[src/rtl/bcd_countdown_timer.sv]
// Multi-digit BCD down-counter with load/start/pause control, terminal-count pulse and DONE/RUN levels.
// Define COUNTDOWN_AUTO_RELOAD_EN to reload from the last preset at terminal count instead of stopping.
module bcd_countdown_timer #(
  parameter int DIGITS = 4
) (
  input  logic                clk,
  input  logic                clr,
  input  logic                en_i,
  input  logic                load_i,
  input  logic [4*DIGITS-1:0] preset_i,
  input  logic                start_i,
  input  logic                pause_i,
  output logic [4*DIGITS-1:0] q_o,
  output logic                tc_o,
  output logic                done_o,
  output logic                busy_o
);

  localparam int W = 4 * DIGITS;

  typedef enum logic [1:0] {
    IDLE  = 2'd0,
    RUN   = 2'd1,
    PAUSE = 2'd2,
    DONE  = 2'd3
  } state_t;

  state_t         state_q;
  logic [W-1:0]   q_q;
  logic           tc_q;
  logic           busy_q;
  logic           done_q;

  logic [W-1:0]   clamp_d;
  logic [W-1:0]   dec_d;
  logic           is_zero;
  logic           is_one;
  logic           start_ok;

  // Out-of-range preset digits saturate to 9 so q always holds legal BCD.
  always_comb begin
    clamp_d = '0;
    for (int i = 0; i < DIGITS; i++) begin
      clamp_d[4*i +: 4] = (preset_i[4*i +: 4] > 4'd9) ? 4'd9 : preset_i[4*i +: 4];
    end
  end

  always_comb begin : bcd_dec
    logic borrow;
    dec_d  = q_q;
    borrow = 1'b1;
    for (int i = 0; i < DIGITS; i++) begin
      if (borrow) begin
        if (q_q[4*i +: 4] == 4'd0) begin
          dec_d[4*i +: 4] = 4'd9;
        end else begin
          dec_d[4*i +: 4] = q_q[4*i +: 4] - 4'd1;
          borrow          = 1'b0;
        end
      end
    end
  end

  assign is_zero = (q_q == '0);
  assign is_one  = (q_q == W'(1));

`ifdef COUNTDOWN_AUTO_RELOAD_EN
  logic [W-1:0] shadow_q;

  always_ff @(posedge clk or negedge clr) begin
    if (!clr) begin
      shadow_q <= '0;
    end else if (load_i) begin
      shadow_q <= clamp_d;
    end
  end

  // A zero period would never produce a tick-to-terminal event, so refuse to run.
  assign start_ok = !is_zero && (shadow_q != '0);
`else
  assign start_ok = !is_zero;
`endif

  always_ff @(posedge clk or negedge clr) begin
    if (!clr) begin
      state_q <= IDLE;
      q_q     <= '0;
      tc_q    <= 1'b0;
      busy_q  <= 1'b0;
      done_q  <= 1'b0;
    end else begin
      tc_q <= 1'b0;
      if (load_i) begin
        q_q <= clamp_d;
        // Load while running restarts the count; from any other state it parks in IDLE.
        if (state_q != RUN) begin
          state_q <= IDLE;
          busy_q  <= 1'b0;
          done_q  <= 1'b0;
        end
      end else begin
        unique case (state_q)
          IDLE: begin
            if (start_i && start_ok) begin
              state_q <= RUN;
              busy_q  <= 1'b1;
            end
          end
          RUN: begin
            if (pause_i) begin
              state_q <= PAUSE;
              busy_q  <= 1'b0;
            end else if (en_i) begin
              if (is_one) begin
                tc_q <= 1'b1;
`ifdef COUNTDOWN_AUTO_RELOAD_EN
                q_q  <= shadow_q;
`else
                q_q     <= '0;
                state_q <= DONE;
                busy_q  <= 1'b0;
                done_q  <= 1'b1;
`endif
              end else if (!is_zero) begin
                q_q <= dec_d;
              end
            end
          end
          PAUSE: begin
            if (start_i) begin
              state_q <= RUN;
              busy_q  <= 1'b1;
            end
          end
          DONE: begin
          end
          default: begin
            state_q <= IDLE;
            busy_q  <= 1'b0;
            done_q  <= 1'b0;
          end
        endcase
      end
    end
  end

  assign q_o    = q_q;
  assign tc_o   = tc_q;
  assign busy_o = busy_q;
  assign done_o = done_q;

endmodule

[config.mk]
export PLATFORM = sky130hd
export DESIGN_NAME = bcd_countdown_timer
export DESIGN_NICKNAME = d
export VERILOG_FILES = /design/src/rtl/bcd_countdown_timer.sv
export SDC_FILE = /design/constraint.sdc
export NUM_CORES = 1
export LEC_CHECK = 0
export ABC_AREA = 1
export CAP_MARGIN = 20
export CORE_UTILIZATION = 45
export DETAILED_ROUTE_END_ITERATION = 10
export PLACE_DENSITY = 0.8
export SYNTH_ARGS = -nofsm -noshare
export SYNTH_HDL_FRONTEND = slang
export SYNTH_SLANG_ARGS = --single-unit
[constraint.sdc]
create_clock -name clk -period 1.5 [get_ports clk]
set_input_delay 0.375 -clock clk [delete_from_list [all_inputs] [get_ports clk]]
set_output_delay 0.375 -clock clk [all_outputs]
set_load 0.05 [all_outputs]
# Word-level counts from Yosys, hierarchy flattened
# Index checks and enable logic that the tools add are counted.
# word_totals
regBits	21
word_cells	96
inputBits	22
out_inout_bits	19
# op_classes
magnitude_cmp	4
addsub	4
n_reduce_logical	21
n_eq_ne	11
mux	48
# op_table
cell	count
two-way mux 16 bit	6
two-way mux 4 bit	11
two-way mux 1 bit	22
AND reduction 5 bit	4
== test 16 x 1 -> 1 bit, second input constant	1
greater-than comparator 4 bit, second input constant	4
zero test 16 bit	1
zero test 4 bit	4
subtractor 4 x 1 -> 4 bit, second input constant	4
two-way mux 2 bit	7
nonzero test 3 bit	3
inequality test 4 bit, second input constant	2
inequality test 3 bit, second input constant	2
case mux 2 bit (3 select lines)	1
AND reduction 6 bit	1
nonzero test 2 bit	3
inequality test 2 x 1 -> 1 bit, second input constant	2
AND reduction 4 bit	1
nonzero test 4 bit	1
inequality test 3 x 2 -> 1 bit, second input constant	1
case mux 1 bit (3 select lines)	1
== test 2 x 1 -> 1 bit, second input constant	1
== test 2 bit, second input constant	1
zero test 2 bit	1
3 further kinds	3

# Depth between registers and ports, before layout
# logic_depth
word_depth	11
ltp_mapped	12
ltp_nobuf	11

# Worst setup path after synthesis
# Ideal clock, no wire load.
# synth_timing
path_kind	register to register
start	reg q_q[0], in the netlist q_o[0]
end	reg busy_q, in the netlist busy_o
setup_ns	0.119
synth_period_minus_slack_ns	1.866
path_stages_with_launch	11
t_arrival_ns	1.746
path_slack_ns	-0.366
t_required_ns	1.381
n_path_buf	0
cell_sequence	dfrtp_1 inv_1 ha_1 nand2_2 nor2_4 nand2_1 nand2_1 a21oi_1 nand2_1 nand2_1 nand2_1
# synth_between
elab_chain_cells	5
elab_cells_between_ends	7
classes_between	3 x eq/ne; 4 x reduce/logical
# synth_lines
element	line_no	text
start, declared	29	logic [W-1:0] q_q;
start signal, assigned	94	q_q <= clamp_d;
zero test 16 bit	64	assign is_zero = (q_q == '0);
zero test 1 bit	-	
logical AND 1 bit	104	if (start_i && start_ok) begin
inequality test 3 bit (no source line)	-	
AND reduction 6 bit (no source line) (*)	-	
end signal, assigned	106	busy_q <= 1'b1;
end signal, assigned	112	busy_q <= 1'b0;
end signal, assigned	121	busy_q <= 1'b0;
end, declared	31	logic busy_q;
# Every way passes the cells marked *; elsewhere a longest branch is shown, timed or not.
# A chain may end at the register's enable or synchronous reset.

# Final worst setup path
# layout_timing
start	reg q_q[5], in the netlist q_o[5]
end	reg q_q[5], in the netlist q_o[5]
# layout_between
elab_chain_cells	9
elab_cells_between_ends	15
classes_between	1 x add/sub; 2 x eq/ne; 8 x mux; 4 x reduce/logical
# layout_lines
element	line_no	text
subtractor 4 x 1 -> 4 bit or zero test 4 bit (tied branches)	57, 54	
two-way mux 4 bit	54	if (q_q[4*i +: 4] == 4'd0) begin
two-way mux 4 bit	53	if (borrow) begin
two-way mux 16 bit	124	end else if (!is_zero) begin
two-way mux 16 bit	114	if (is_one) begin
two-way mux 16 bit	113	end else if (en_i) begin
two-way mux 16 bit	110	if (pause_i) begin
two-way mux 16 bit	102	unique case (state_q)
two-way mux 16 bit	93	if (load_i) begin
# Several ways; a longest one is shown, not always the timed one. The select of a mux whose other input is x is not followed.

==> results.ini <==
[timing]
post-route-period-util=1.08
grt_setup_unrepaired=true
whs_ns=0.445
hold_viol_final=0
setup_viol=19
tightestPinTransition_ns=0.289
relSlewSlack=0.808
clock_skew_ns=0.00736
fmax_ghz=0.619
slew_violations=0
finalWorstSetupSlack_ns=-0.115
finalCriticalPeriod_ns=1.62

[worst_setup_path]
crit_fanout=8
worstPathCellList=inv_2 -> ha_4 -> nand2_8 -> nor2_4 -> inv_2 -> nand3_2 -> nand2_2 -> nand2_4 -> buf_12 -> nand2_4 -> nand2_1 -> nand2_1
start_kind=flop
rr_worst_depth=12
cp.arrival_ns=1.77
max_stage_delay_ns=0.41
endpoint_kind=flop
required_ns=1.66
slowest_stage=dfrtp_2
worstSetupPathType=reg -> reg
regToRegSetupSlack_ns=-0.12

[floorplan]
placementRows=22
dieHeight_um=64.5
die_x_um=64.5
die-area_um2=4160
pin_count=41
coreArea_um2=3720
start_util=0.473

[route]
dr.pass1.iters=4
wirelength_um=5480
drt_iter0_markers=138
drtAntennaViolNets=0
viasPerCell=5.26
num_vias=2036
wl_per_cell_um=14.1
drc=0

[grt]
grt_pass1_wl_um=9060
grt_start_max_net_pins=22
gr-total-overflow=0
antenna_found_initial=0
grt_pass1_vias=2099
grt_usage=0.280

[synthesis]
synthTopCellsByCount=nand2_1, nand3_1, inv_1, dfrtp_1, nor2_1
syn_area_per_cell_um2=6.92
synth_area_um2=1760
ys_seq_area_frac=0.299
synth.most_common_cell=nand2_1
yosys.area.top_type=dfrtp_1
ys_async_sr_fraction=1.00
syn_nets=287
synthCells=254
yosys.area.top_type_share=0.299
synth_ff_type=dfrtp_1
ys_ff_latch=21
synth_area_leaders=dfrtp_1, nand2_1, nand3_1
yosysWarnings=0
synth_edf_count=0
ys_types=28

[pwr]
peakVddDrop_mv=1.27
seqPwrFrac=0.163
power_density_nw_per_um2=2140
p_total_mw=6.52
clkPwrFrac=0.060
p_sw_mw=3.15
switching_share=0.483
p_int_mw=3.38
leakagePower_nw=1.53
comb_power_share=0.778

[finish]
syn_to_final_growth_pct=73.6
drive_gt1_frac=0.437
regArea_um2=544
final_area_um2=3050
fill_cells=221
nNetsFinal=373
antenna_cells=0
multi_input_area_um2=1270

[clocking]
holdBufCountCts=0
cts.path.max_buffers=2
path_clk_slew_ns=0.09
clock_latency_ns=0.26
clock-root-buffer=clkbuf_8
clock-sinks=21
cts_tree=yes
htreeDepth=1
cts_buffers=3

[placement]
portBuffers=40
placed_area_um2=2840
hpwlAfterDp_um=3870
place_congestion=0.872

[outcome]
status=finished, violations left
violations=negative setup slack

[run]
max_cap_viol_count=0

[hold_path]
hp-class=in -> async

[power by group through the flow]
stage | logic (mW) | clock network [mW] | registers [mW]
after global routing | 5.41 | 0.415 | 1.09
after global placement | 4.56 | 0 | 1.03
after detailed placement | 4.67 | 0 | 1.04
after floorplan | 1.78 | 0 | 1.88
after CTS | 4.83 | 0.384 | 1.04
final | 5.07 | 0.388 | 1.06
[flip-flops by register name (all words and copies together) (netlist names)]
register  cells
busy_o        1
done_o        1
q_o          16
state_q       2
tc_o          1
[layout by cell type (no fill, tap or decap), drive strengths merged, types with 5 or more instances in the layout]
cell type	instances
inv	31
nand2	94
nor2	17
o22ai	6
o21ai	5
buf	67
a21oi	6
ha	11
clkdlybuf4s50	20
dfrtp	21
nand3	41
[worst paths after layout]
path,end,from
max,q_o[5]$_DFFE_PN0P_,q_o[5]$_DFFE_PN0P_
min,state_q[1]$_DFFE_PN0P_,clr
max reg2reg,q_o[5]$_DFFE_PN0P_,q_o[5]$_DFFE_PN0P_
min reg2reg,state_q[0]$_DFFE_PN0P_,state_q[0]$_DFFE_PN0P_
max in group asynchronous,q_o[12]$_DFFE_PN0P_,clr
min in group clk,state_q[0]$_DFFE_PN0P_,state_q[0]$_DFFE_PN0P_
[worst max-delay path, delay by kind of cell, from the launching register on]
kind	cells	cell delay, ns
adder cells (fa/ha/maj)	1	0.16
buffers and inverters	3	0.28
flip-flops	1	0.41
AND/OR/NAND/NOR	8	0.65
[layout make-up]
type,instances,area share
clock buffers,4,0.0148
flip-flops and latches,21,0.178
inverters,34,0.0451
well taps,48,0.0197
multi-input cells,192,0.415
repair buffers,88,0.327
[metal layers]
| layer | up-vias | share of wire | GRT usage |
|---|---|---|---|
| li1 | 985 | - | - |
| met1 | 944 | 0.39 | 0.319 |
| met2 | 89 | 0.53 | 0.532 |
| met3 | 18 | 0.055 | 0.0299 |
| met4 | 0 | 0.019 | 0.103 |
| met5 | - | 0 | 0 |
[cells by family after synthesis]
logic type               share of synthesized area
buffers and inverters                        0.108
adder cells (fa/ha/maj)                     0.0783
XOR/XNOR                                    0.0199
AND/OR/NAND/NOR                              0.430
AO/OA/AOI/OAI                               0.0648
flip-flops                                   0.299
[per-stage QoR]
step                cells  TNS, ns   util  worst slack, ns
detailed placement    379    -6.83  0.764           -0.399
global route          387    -3.09  0.821           -0.167
floorplan             254    -1.80      -           -0.103
finish                387    -1.73  0.821           -0.115
CTS                   385   -0.497  0.804          -0.0515
global placement      379    -5.39  0.764           -0.305
[repair_timing]
item / in CTS / in global routing
buffers inserted: 1 / 2
endpoints found under the hold margin: 0 / 0
gates cloned: 1 / 0
setup endpoints to repair: 20 / 21
gates resized for setup: 24 / 12
pin swaps: 3 / 9
No activity file was read; power rests on OpenSTA's default activity.
